==> src/rtl/if_fetch_ctrl_pkg.sv <==
// Shared types and defaults for the instruction-fetch controller.
package if_fetch_ctrl_pkg;

    localparam int unsigned ADDR_W_DEFAULT   = 32;
    localparam logic [31:0] RESET_PC_DEFAULT = 32'hBFC0_0000;

    // Fetch sequencer states.
    typedef enum logic [1:0] {
        FetchIdle = 2'd0,
        FetchAddr = 2'd1,
        FetchData = 2'd2,
        FetchDrop = 2'd3
    } fetch_state_e;

endpackage

==> src/rtl/fetch_redirect.sv <==
// Redirect arbitration: except beats branch, and a pending target is held until the
// sequencer consumes it. A pending except is sticky against later branches.
module fetch_redirect
    import if_fetch_ctrl_pkg::*;
#(
    parameter int unsigned ADDR_W = ADDR_W_DEFAULT
) (
    input  logic              clk_i,
    input  logic              rst_ni,
    input  logic              except_i,
    input  logic [ADDR_W-1:0] except_addr_i,
    input  logic              branch_i,
    input  logic [ADDR_W-1:0] branch_addr_i,
    input  logic              take_i,      // target is loaded into fetch_pc this cycle
    output logic              redirect_o,  // a redirect request arrives this cycle
    output logic              pending_o,   // a redirect is pending or arriving
    output logic [ADDR_W-1:0] target_o     // merged redirect target
);

    logic              pend_q, pend_d;
    logic              pend_exc_q, pend_exc_d;
    logic [ADDR_W-1:0] pend_tgt_q, pend_tgt_d;
    logic              exc_held;

    assign exc_held   = pend_q && pend_exc_q;
    assign redirect_o = except_i || branch_i;
    assign pending_o  = pend_q || redirect_o;

    // Merge this cycle's request with the pending one, honouring priority.
    always_comb begin
        target_o = pend_tgt_q;
        if (except_i) begin
            target_o = except_addr_i;
        end else if (exc_held) begin
            target_o = pend_tgt_q;
        end else if (branch_i) begin
            target_o = branch_addr_i;
        end
    end

    // Next pending state: clear on consumption, otherwise capture new requests.
    always_comb begin
        pend_d     = pend_q;
        pend_exc_d = pend_exc_q;
        pend_tgt_d = pend_tgt_q;
        if (take_i) begin
            pend_d     = 1'b0;
            pend_exc_d = 1'b0;
        end else if (except_i) begin
            pend_d     = 1'b1;
            pend_exc_d = 1'b1;
            pend_tgt_d = except_addr_i;
        end else if (branch_i && !exc_held) begin
            pend_d     = 1'b1;
            pend_exc_d = 1'b0;
            pend_tgt_d = branch_addr_i;
        end
    end

    // Pending redirect register.
    always_ff @(posedge clk_i or negedge rst_ni) begin
        if (!rst_ni) begin
            pend_q     <= 1'b0;
            pend_exc_q <= 1'b0;
            pend_tgt_q <= '0;
        end else begin
            pend_q     <= pend_d;
            pend_exc_q <= pend_exc_d;
            pend_tgt_q <= pend_tgt_d;
        end
    end

endmodule

==> src/rtl/if_fetch_ctrl.sv <==
// Instruction-fetch sequencer: one outstanding req/addr_ok/data_ok transaction, redirect
// handling with stale-return squashing, and a one-entry {pc, inst} buffer toward ID.
module if_fetch_ctrl
    import if_fetch_ctrl_pkg::*;
#(
    parameter int unsigned        ADDR_W   = ADDR_W_DEFAULT,
    parameter logic [ADDR_W-1:0] RESET_PC = ADDR_W'(RESET_PC_DEFAULT)
) (
    input  logic              clk,
    input  logic              rst,
    input  logic              stall,
    input  logic              except,
    input  logic [ADDR_W-1:0] except_addr,
    input  logic              branch,
    input  logic [ADDR_W-1:0] branch_addr,
    output logic              inst_req,
    output logic [ADDR_W-1:0] inst_addr,
    input  logic              inst_addr_ok,
    input  logic              inst_data_ok,
    input  logic [ADDR_W-1:0] inst_rdata,
    output logic              if_valid,
    output logic [ADDR_W-1:0] if_pc,
    output logic [ADDR_W-1:0] if_inst,
    output logic              fetch_busy
);

    fetch_state_e      state_q, state_d;
    logic [ADDR_W-1:0] fetch_pc_q, fetch_pc_d;
    logic              if_valid_q, if_valid_d;
    logic [ADDR_W-1:0] if_pc_q, if_pc_d;
    logic [ADDR_W-1:0] if_inst_q, if_inst_d;

    logic              redir_now;
    logic              redir_pending;
    logic [ADDR_W-1:0] redir_target;
    logic              redir_take;
    logic              buf_drain;

    fetch_redirect #(
        .ADDR_W (ADDR_W)
    ) u_redirect (
        .clk_i         (clk),
        .rst_ni        (rst),
        .except_i      (except),
        .except_addr_i (except_addr),
        .branch_i      (branch),
        .branch_addr_i (branch_addr),
        .take_i        (redir_take),
        .redirect_o    (redir_now),
        .pending_o     (redir_pending),
        .target_o      (redir_target)
    );

    assign buf_drain = if_valid_q && !stall;

    // Next-state, fetch PC and output-buffer update.
    always_comb begin
        state_d    = state_q;
        fetch_pc_d = fetch_pc_q;
        if_valid_d = buf_drain ? 1'b0 : if_valid_q;
        if_pc_d    = if_pc_q;
        if_inst_d  = if_inst_q;
        redir_take = 1'b0;

        case (state_q)
            FetchIdle: begin
                if (redir_now) begin
                    redir_take = 1'b1;
                    fetch_pc_d = redir_target;
                    state_d    = FetchAddr;
                end else if (!if_valid_q || buf_drain) begin
                    state_d = FetchAddr;
                end
            end
            FetchAddr: begin
                // Request stays up until accepted; a redirect only marks it stale.
                if (inst_addr_ok) begin
                    state_d = redir_pending ? FetchDrop : FetchData;
                end
            end
            FetchData: begin
                if (inst_data_ok) begin
                    if (redir_now) begin
                        redir_take = 1'b1;
                        fetch_pc_d = redir_target;
                        state_d    = FetchAddr;
                    end else begin
                        if_valid_d = 1'b1;
                        if_pc_d    = fetch_pc_q;
                        if_inst_d  = inst_rdata;
                        fetch_pc_d = fetch_pc_q + ADDR_W'(4);
                        state_d    = buf_drain ? FetchAddr : FetchIdle;
                    end
                end else if (redir_now) begin
                    state_d = FetchDrop;
                end
            end
            FetchDrop: begin
                if (inst_data_ok) begin
                    redir_take = 1'b1;
                    fetch_pc_d = redir_target;
                    state_d    = FetchAddr;
                end
            end
            default: begin
                state_d = FetchAddr;
            end
        endcase

        // Any redirect invalidates the buffered instruction regardless of stall.
        if (redir_now) begin
            if_valid_d = 1'b0;
        end
    end

    // State, PC and buffer registers.
    always_ff @(posedge clk or negedge rst) begin
        if (!rst) begin
            state_q    <= FetchAddr;
            fetch_pc_q <= RESET_PC;
            if_valid_q <= 1'b0;
            if_pc_q    <= '0;
            if_inst_q  <= '0;
        end else begin
            state_q    <= state_d;
            fetch_pc_q <= fetch_pc_d;
            if_valid_q <= if_valid_d;
            if_pc_q    <= if_pc_d;
            if_inst_q  <= if_inst_d;
        end
    end

    // Bus and ID-side outputs are pure functions of registered state.
    always_comb begin
        inst_req   = (state_q == FetchAddr);
        inst_addr  = fetch_pc_q;
        if_valid   = if_valid_q;
        if_pc      = if_pc_q;
        if_inst    = if_inst_q;
        fetch_busy = (state_q != FetchIdle) && !if_valid_q;
    end

endmodule

==> config.mk <==
export PLATFORM = sky130hd
export DESIGN_NAME = if_fetch_ctrl
export DESIGN_NICKNAME = d
export VERILOG_FILES = /design/src/rtl/if_fetch_ctrl_pkg.sv /design/src/rtl/fetch_redirect.sv /design/src/rtl/if_fetch_ctrl.sv
export SDC_FILE = /design/constraint.sdc
export NUM_CORES = 1
export LEC_CHECK = 0
export ABC_AREA = 1
export CAP_MARGIN = 10
export CORE_MARGIN = 4
export CORE_UTILIZATION = 40
export CTS_CLUSTER_SIZE = 25
export DETAILED_ROUTE_END_ITERATION = 12
export GPL_TIMING_DRIVEN = 0
export PLACE_DENSITY = 0.7
export SETUP_SLACK_MARGIN = 0.15
export SYNTH_ARGS = -nofsm -noshare
export SYNTH_HDL_FRONTEND = slang
export SYNTH_HIERARCHICAL = 1
export SYNTH_SLANG_ARGS = --single-unit
export TNS_END_PERCENT = 10
==> constraint.sdc <==
create_clock -name clk -period 3.47 [get_ports clk]
set_input_delay 0.694 -clock clk [delete_from_list [all_inputs] [get_ports clk]]
set_output_delay 0.694 -clock clk [all_outputs]
set_load 0.005 [all_outputs]
---- Yosys cells after proc, flatten, opt, wreduce, memory -nomap -nowiden ----
Index checks and enable logic that the tools add are counted.
cells by class
  multiplexer cells ....................... 34
  bitwise logic cells ..................... 2
  add/sub/neg operators ................... 1
  equality and inequality tests ........... 9
  reductions and logical operators ........ 19
operators with widths
  kind                                           number
  two-way mux 32 bit                             9
  case mux 32 bit (3 select lines)               1
  adder 32 x 3 -> 32 bit, second input constant  1
  two-way mux 1 bit                              16
  two-way mux 2 bit                              6
  case mux 2 bit (4 select lines)                1
  AND reduction 4 bit                            2
  != test 3 x 2 -> 1 bit, second input constant  2
  nonzero test 3 bit                             2
  == test 2 bit, second input constant           2
  logical AND 1 bit                              4
  != test 2 x 1 -> 1 bit, second input constant  2
  != test 2 bit, second input constant           2
  nonzero test 2 bit                             2
  zero test 1 bit                                3
  logical OR 1 bit                               3
  case mux 1 bit (3 select lines)                1
  AND reduction 3 bit                            1
  == test 2 x 1 -> 1 bit, second input constant  1
  zero test 2 bit                                1
  NOT 1 bit                                      2
  AND reduction 2 bit                            1
storage, ports and cells
  output and inout port bits .............. 99
  input bits .............................. 103
  bits in registers ....................... 133

---- Longest topological paths before layout ----
Gate-level depths: netlist (run 1).
  depth after elaboration ................. 6
  depth in mapped cells ................... 14

---- Cells and area by module ----
Netlist (run 1), hierarchy kept.
by module, submodules not included
  module          area an instance (um^2)  instances  seq. area each (um^2)  cells each
  if_fetch_ctrl   5009.8                   1          2489.9                 618
  fetch_redirect  2442.3                   1          850.8                  422

---- Worst setup path before layout (run 1) ----
OpenSTA, ideal clock, no wires.
  kind .................................... input to register
  start ................................... input port except
  end ..................................... register u_redirect.pend_tgt_q[0]
  arrival time ............................ 1992 ps
  slack ................................... 1412 ps
  data required time ...................... 3404 ps
  stages .................................. 11
  path buffers ............................ 3
  library setup time ...................... 66 ps
  cell sequence ........................... buf_4 -> inv_6 -> buf_4 -> nand2_1 -> nand3_1 -> a31o_2 -> inv_1 -> inv_1 -> buf_1 -> nand3_1 -> nand2_1
on the way
  longest elaborated chain between the ends .. 6
RTL lines
  element                              RTL line                                  RTL
  from (decl)                          if_fetch_ctrl.sv:12                       input logic except,
  logical OR 1 bit (*)                 fetch_redirect.sv:26                      assign redirect_o = except_i || branch_i;
  via redir_now                        if_fetch_ctrl.sv:33                       logic redir_now;
  two-way mux 1 bit (*)                if_fetch_ctrl.sv:67, if_fetch_ctrl.sv:83
  two-way mux 1 bit                    if_fetch_ctrl.sv:82                       if (inst_data_ok) begin
  case mux 1 bit (3 select lines) (*)  if_fetch_ctrl.sv:65                       case (state_q)
  via redir_take                       if_fetch_ctrl.sv:36                       logic redir_take;
  NOT 1 bit (no line) (*)              --
  AND reduction 2 bit (no line) (*)    --
  to (signal assigned)                 fetch_redirect.sv:69                      pend_tgt_q <= pend_tgt_d;
  to (decl)                            fetch_redirect.sv:22                      logic [ADDR_W-1:0] pend_tgt_q, pend_tgt_d;
The timed path passes the listed nets; every way through them passes the cells marked *.
A chain may end at the register's enable or synchronous reset.

---- Final worst setup path (run 1) ----
  start ................................... register state_q[0]
  end ..................................... output port fetch_busy
on the way
  longest elaborated chain between the ends .. 2
RTL lines
  element                 RTL line              RTL
  from (decl)             if_fetch_ctrl.sv:27   fetch_state_e state_q, state_d;
  from (signal assigned)  if_fetch_ctrl.sv:119  state_q <= FetchAddr;
  from (signal assigned)  if_fetch_ctrl.sv:125  state_q <= state_d;
  nonzero test 2 bit      if_fetch_ctrl.sv:140  fetch_busy = (state_q != FetchIdle) && !if_valid_q;
  logical AND 1 bit       if_fetch_ctrl.sv:140
  to (decl)               if_fetch_ctrl.sv:24   output logic fetch_busy
No other way between the ends.

==> results.py, run 1 <==
metrics = {
    "logic_synthesis": {
        "synth_fp_nets": 1149,
        "synth_top_flop_cell": "dfrtp_1",
        "ys_top_cells_by_area": "dfrtp_1, nand2_1, mux2_2",
        "yosys.area.top_type_share": 0.413,
        "yosysWarnings": 6,
        "yosysSeqAreaShare": 0.448,
        "synthArstFlopShare": 1.00,
        "synth.distinct_cells": 30,
        "yosysTopAreaCell": "dfrtp_1",
        "syn_area_um2": 7450,
        "yosysMostFrequentCell": "nand2_1",
        "synth_edf_count": 0,
        "syn_inst": 1040,
        "synth_commonest_cells": "nand2_1, dfrtp_1, nor2_1, inv_1, nand3_1",
        "synth_seq_cells": 133,
        "avgSynthCellArea_um2": 7.17,
    },
    "worst_setup_path": {
        "endpoint_kind": "output pin",
        "critPathMaxFanout": 5,
        "criticalPathCategory": "reg2out",
        "slowest_stage": "dfstp_2",
        "critPathTopFamily": "buffers and inverters",
        "crit_chain": "inv_1 > ha_1 > nor2_1 > clkdlybuf4s50_1",
        "cp-start-kind": "flop",
        "crit_buf_inv": 2,
        "critPathArrivalTime_ns": 1.91,
        "crit_required_ns": 2.78,
        "slowest_delay_ns": 0.57,
    },
    "floorplan": {
        "die_h_um": 144,
        "die_area_um2": 20900,
        "die_x_um": 144,
        "ios": 202,
        "rows": 49,
        "core_area_um2": 18100,
        "initial_core_util": 0.411,
    },
    "sta": {
        "tns_ns": 0,
        "drv_slew": 0,
        "finalCritPeriodShare": 0.750,
        "relSlewSlack": 0.593,
        "fin_crit_ns": 2.60,
        "rsz0062_at_grt": "no",
        "skew_ns": 0.00735,
        "finalHoldViolCount": 0,
        "whs_ns": 0.269,
        "finalSetupViolCount": 0,
        "max_freq_mhz": 384,
        "tightest_slew_ns": 0.611,
    },
    "power": {
        "power_leakage_nw": 5.16,
        "ir_drop_uv": 405,
        "finalPower_w": 0.00867,
        "p_per_area_nw_per_um2": 838,
    },
    "drt": {
        "ant_nets": 0,
        "drcViolationCount": 0,
        "num_vias": 7473,
        "wl_per_cell_um": 15.7,
        "drtIter0Drc": 578,
        "totalWireLength_um": 23600,
        "first_pass_iters": 5,
        "vias_per_cell": 4.98,
    },
    "finish": {
        "fin_util": 0.570,
        "nNetsFinal": 1369,
        "drive_above_1_share": 0.104,
        "antennaDiodeCount": 0,
        "area_growth_pct": 38.8,
    },
    "global_routing": {
        "grt_max_degree": 72,
        "grt_overflow": 0,
        "grt_usage": 0.231,
        "first_global_vias": 7060,
        "grt_pass1_wl_um": 37400,
        "antenna_found_initial": 0,
    },
    "clock_tree": {
        "cts.clk_slew.worst_paths_ns": 0.06,
        "cts-buffers-inserted": 17,
        "root_buffer": "clkbuf_16",
        "clock_sinks": 133,
        "postCtsResizedCells": 0,
        "tritoncts": "done",
        "cts_setup_buffers": 0,
        "hold_buffers": 0,
        "worstSkewPairLatency_ns": 0.42,
        "h-tree-depth": 4,
        "ctsLongestPathBuffers": 2,
    },
    "placed_design": {
        "dpl.hpwl_um": 18400,
        "port_buffers": 200,
        "gp_congestion": 0.959,
    },
    "outcome": {
        "status": "complete, no violations",
    },
    "flow_run": {
        "cap_viol_max_count": 0,
    },
    "hold_path": {
        "hp-class": "in2async",
    },
}
## sequential cells by signal, summed over array words and instances, names as in the netlist
register               cells
u_redirect/pend_exc_q      1
u_redirect/pend_tgt_q     32
inst_addr                 32
if_pc                     32
if_inst                   32
u_redirect/pend_q          1
state_q                    2
if_valid                   1
## layer usage
layer | track usage | vias to the layer above | share of wire
met2 | 0.356 | 338 | 0.44
met3 | 0.0513 | 29 | 0.085
li1 | - | 3690 | -
met4 | 0.0623 | 0 | 0.015
met5 | 0 | - | 0
met1 | 0.329 | 3416 | 0.46
## worst register-to-register path: cells and delay by family (launching register included)
family	cells	cell delay [ns]
flops	1	0.57
buf+inv	4	0.77
simple gates	3	0.37
compound gates	1	0.14
fa+ha+maj	1	0.26
## power breakdown
| part | switching (W) | leakage (nW) | internal [W] |
|---|---|---|---|
| registers | 0.000593 | 1.67 | 0.00235 |
| clock network | 0.000700 | 0.275 | 0.00107 |
| logic | 0.00201 | 3.22 | 0.00195 |
| total | 0.00330 | 5.16 | 0.00537 |
## final cells by class
cell class,count,area (µm²)
repair buffers,201,2030
flip-flops and latches,133,3340
plain buffers,44,277
clock inverters,13,133
multi-input cells,772,3490
inverters,91,347
fillers,1739,7800
well taps,229,287
clock buffers,19,443
## cell families (layout without fill, tap and decap cells)
kind of cell / after synthesis / count (layout) / synth area share
AND/OR/NAND/NOR: 652 / 652 / 0.349
multiplexers: 33 / 33 / 0.0499
XOR/XNOR: 2 / 2 / 0.00235
buffers and inverters: 135 / 368 / 0.0836
adder cells (fa/ha/maj): 6 / 6 / 0.0101
flip-flops: 133 / 133 / 0.448
AO/OA/AOI/OAI: 79 / 79 / 0.0566
## metrics by stage
stage	cell area, µm²	std cells	setup slack, ns
after floorplan	7450	1040	1.41
after global placement	9740	1469	-3.86
after detailed placement	9770	1470	0.618
after CTS	10300	1502	0.849
after global routing	10300	1502	0.800
final	10300	1502	0.868
## cells in the final DEF (no fill, tap or decap), types with 3 or more instances in the layout
master / Yosys / final
inv_2: 4 / 4
clkinv_2: 0 / 5
clkbuf_1: 5 / 6
nand3_1: 73 / 73
clkinvlp_4: 0 / 4
nand2_1: 475 / 475
nand2_2: 8 / 8
nor2_1: 87 / 87
nor2_4: 4 / 4
clkbuf_16: 0 / 17
buf_6: 9 / 10
ha_1: 6 / 6
o211ai_1: 3 / 3
o21ai_1: 7 / 7
buf_2: 23 / 23
dfrtp_1: 123 / 123
mux2_2: 33 / 33
buf_4: 4 / 4
o22ai_1: 7 / 7
buf_1: 3 / 3
inv_1: 86 / 86
o21ai_0: 48 / 48
clkdlybuf4s50_1: 0 / 199
dfstp_2: 10 / 10
a21oi_1: 10 / 10
## final timing paths
| kind | startpoint | cells after the start | to | slack (ns) |
|---|---|---|---|---|
| hold / removal | rst | 1 | if_pc[24] | 0.27 |
| setup / recovery | state_q[0] | 4 | fetch_busy | 0.87 |
| min in group clk | u_redirect/pend_tgt_q[16] | 2 | u_redirect/pend_tgt_q[16] | 0.47 |
| setup reg to reg | state_q[0] | 9 | u_redirect/pend_tgt_q[29] | 1.30 |
| hold reg to reg | u_redirect/pend_tgt_q[16] | 2 | u_redirect/pend_tgt_q[16] | 0.47 |
| max in group asynchronous | rst | 2 | state_q[0] | 2.37 |
No activity file was read; power rests on OpenSTA's default activity.
==> inputs of run 2 (changes only) <==
Settings changed: PLACE_DENSITY 0.7 to 0.73.
Clock period 3.47 ns to 2.15 ns, I/O delays scaled along.
==> run 2 against run 1 <==
Compared with the run above:
- sequential share of layout area fell by 0.33 points
- worst hold slack got worse by 0.21 ns
- core utilization rose by 0.59 points
- flip-flop and latch count did not move
- largest power group unchanged
- total power rose by 66%
- register-to-register slack got worse by 1.1 ns
- sequential power rose by 62%
- via count rose by 0.31%
- first-iteration DRC count rose by 27%
- clock power rose by 82%
- global-route usage fell by 0.12 points
- worst setup slack got worse by 0.71 ns
==> results.py, run 2 (synthesized netlist as in run 1, its figures left out) <==
metrics = {
    "floorplan": {
        "die_area_um2": 20900,
        "core_area_um2": 18100,
        "initial_core_util": 0.411,
        "die_h_um": 144,
        "rows": 49,
        "die_x_um": 144,
        "ios": 202,
    },
    "finish": {
        "nNetsFinal": 1370,
        "drive_above_1_share": 0.113,
        "stdcell_count": 1503,
        "area_growth_pct": 40.3,
        "fin_util": 0.576,
        "final_cell_mix": "nand2_1, clkdlybuf4s50_1, dfrtp_1",
        "antennaDiodeCount": 0,
        "layout_commonest_cell": "nand2_1",
    },
    "clock_tree": {
        "clock_sinks": 133,
        "cts.clk_slew.worst_paths_ns": 0.06,
        "ctsLongestPathBuffers": 2,
        "h-tree-depth": 4,
        "root_buffer": "clkbuf_16",
        "tritoncts": "done",
        "hold_buffers": 0,
        "cts-buffers-inserted": 17,
        "worstSkewPairLatency_ns": 0.42,
    },
    "global_routing": {
        "grt_max_degree": 77,
        "grt_overflow": 0,
        "first_global_vias": 7280,
        "grt_pass1_wl_um": 37500,
        "grt_usage": 0.230,
        "antenna_found_initial": 0,
    },
    "power": {
        "power_leakage_nw": 5.21,
        "switching_share": 0.374,
        "finalPower_w": 0.0144,
        "switching_power_w": 0.00538,
        "comb_power_share": 0.446,
        "p_per_area_nw_per_um2": 1380,
        "share_seq_of_total_power": 0.330,
        "p_clk_frac": 0.224,
        "ir_drop_uv": 703,
        "intPower_w": 0.00902,
    },
    "worst_setup_path": {
        "crit_buf_inv": 2,
        "critPathArrivalTime_ns": 1.56,
        "slowest_stage": "dfstp_2",
        "r2r-start": "state_q[0]",
        "endpoint_kind": "output pin",
        "critPathMaxFanout": 3,
        "crit_required_ns": 1.72,
        "slowest_delay_ns": 0.53,
        "criticalPathCategory": "reg2out",
        "critPathTopFamily": "flip-flops",
        "critPathLaunch": "state_q[0]",
        "crit_chain": "inv_1 > ha_1 > nor2_1 > dlygate4sd2_1",
        "cp-start-kind": "flop",
    },
    "sta": {
        "fin_crit_ns": 1.99,
        "relSlewSlack": 0.523,
        "drv_slew": 0,
        "setup_ws_ns": 0.163,
        "tns_ns": 0,
        "skew_ns": 0.00746,
        "max_freq_mhz": 503,
        "finalSetupViolCount": 0,
        "tightest_slew_ns": 0.716,
        "finalHoldViolCount": 0,
        "finalCritPeriodShare": 0.924,
        "rsz0062_at_grt": "yes",
    },
    "placed_design": {
        "gp_congestion": 1.02,
        "post-place-cells": 1470,
        "dpl.hpwl_um": 18200,
        "port_buffers": 200,
        "dp_worst_setup_slack_ns": -0.399,
    },
    "drt": {
        "wl_per_cell_um": 15.7,
        "first_pass_iters": 6,
        "vias_per_cell": 4.99,
        "totalWireLength_um": 23600,
        "drcViolationCount": 0,
        "ant_nets": 0,
        "drtIter0Drc": 736,
        "num_vias": 7496,
    },
    "flow_run": {
        "cap_viol_max_count": 0,
    },
    "hold_path": {
        "hp-class": "in2async",
    },
    "outcome": {
        "status": "complete, no violations",
    },
}
run 2: cell types whose count changed in the layout (fill, tap and decap cells not counted), sizes merged, moves of 2 or more:
cell / change
buf: -5
bufinv: +3
clkbuf: +4
clkdlybuf4s50: -2
clkinvlp: -2
dlygate4sd2: +2
inv: +2
run 2: final timing paths:
path                                        endpoint  slack, ns  cells past startpoint
max                                       fetch_busy       0.16                      4
max in group asynchronous                 state_q[0]       1.29                      2
min reg2reg                 u_redirect/pend_tgt_q[0]       0.47                      2
max reg2reg                            inst_addr[15]       0.20                     10
min in group clk           u_redirect/pend_tgt_q[31]       0.45                      5
min                                        if_pc[24]       0.06                      1
run 2: area by class of cell:
cell class                      count  area [µm²]
Timing Repair Buffer              202        2040
Multi-Input combinational cell    772        3500
Clock inverter                     15         228
Buffer                             44         289
Clock buffer                       17         425
Fill cell                        1732        7690
Inverter                           91         347
Sequential cell                   133        3340
Tap cell                          229         287
run 2: power groups by stage:
stage | registers, W | clock network (W) | logic, W
after floorplan | 0.00463 | 0 | 0.00320
after global placement | 0.00473 | 0 | 0.00624
after detailed placement | 0.00478 | 0 | 0.00636
after CTS | 0.00473 | 0.00328 | 0.00640
after global routing | 0.00491 | 0.00341 | 0.00717
final | 0.00475 | 0.00323 | 0.00643
run 2: per-stage QoR:
stage                     area, µm²  hold slack, ns
after floorplan                7450           0.134
after global placement         9740           0.453
after detailed placement       9770           0.458
after CTS                     10400          0.0657
after global routing          10500           0.102
final                         10500          0.0565
run 2: repair_timing:
action / 4_1_cts / 5_1_grt
cloned: 0 / 0
buffers inserted: 1 / 0
hold endpoints to repair: 0 / 0
gates resized for setup: 3 / 12
endpoints found under the setup margin: 44 / 50
run 2: routing by layer:
metal	up-vias	GRT usage	wire length, µm
met4	0	0.0609	418
met5	-	0	0
met1	3446	0.317	10600
met3	34	0.0546	2010
li1	3687	-	-
met2	329	0.364	10500
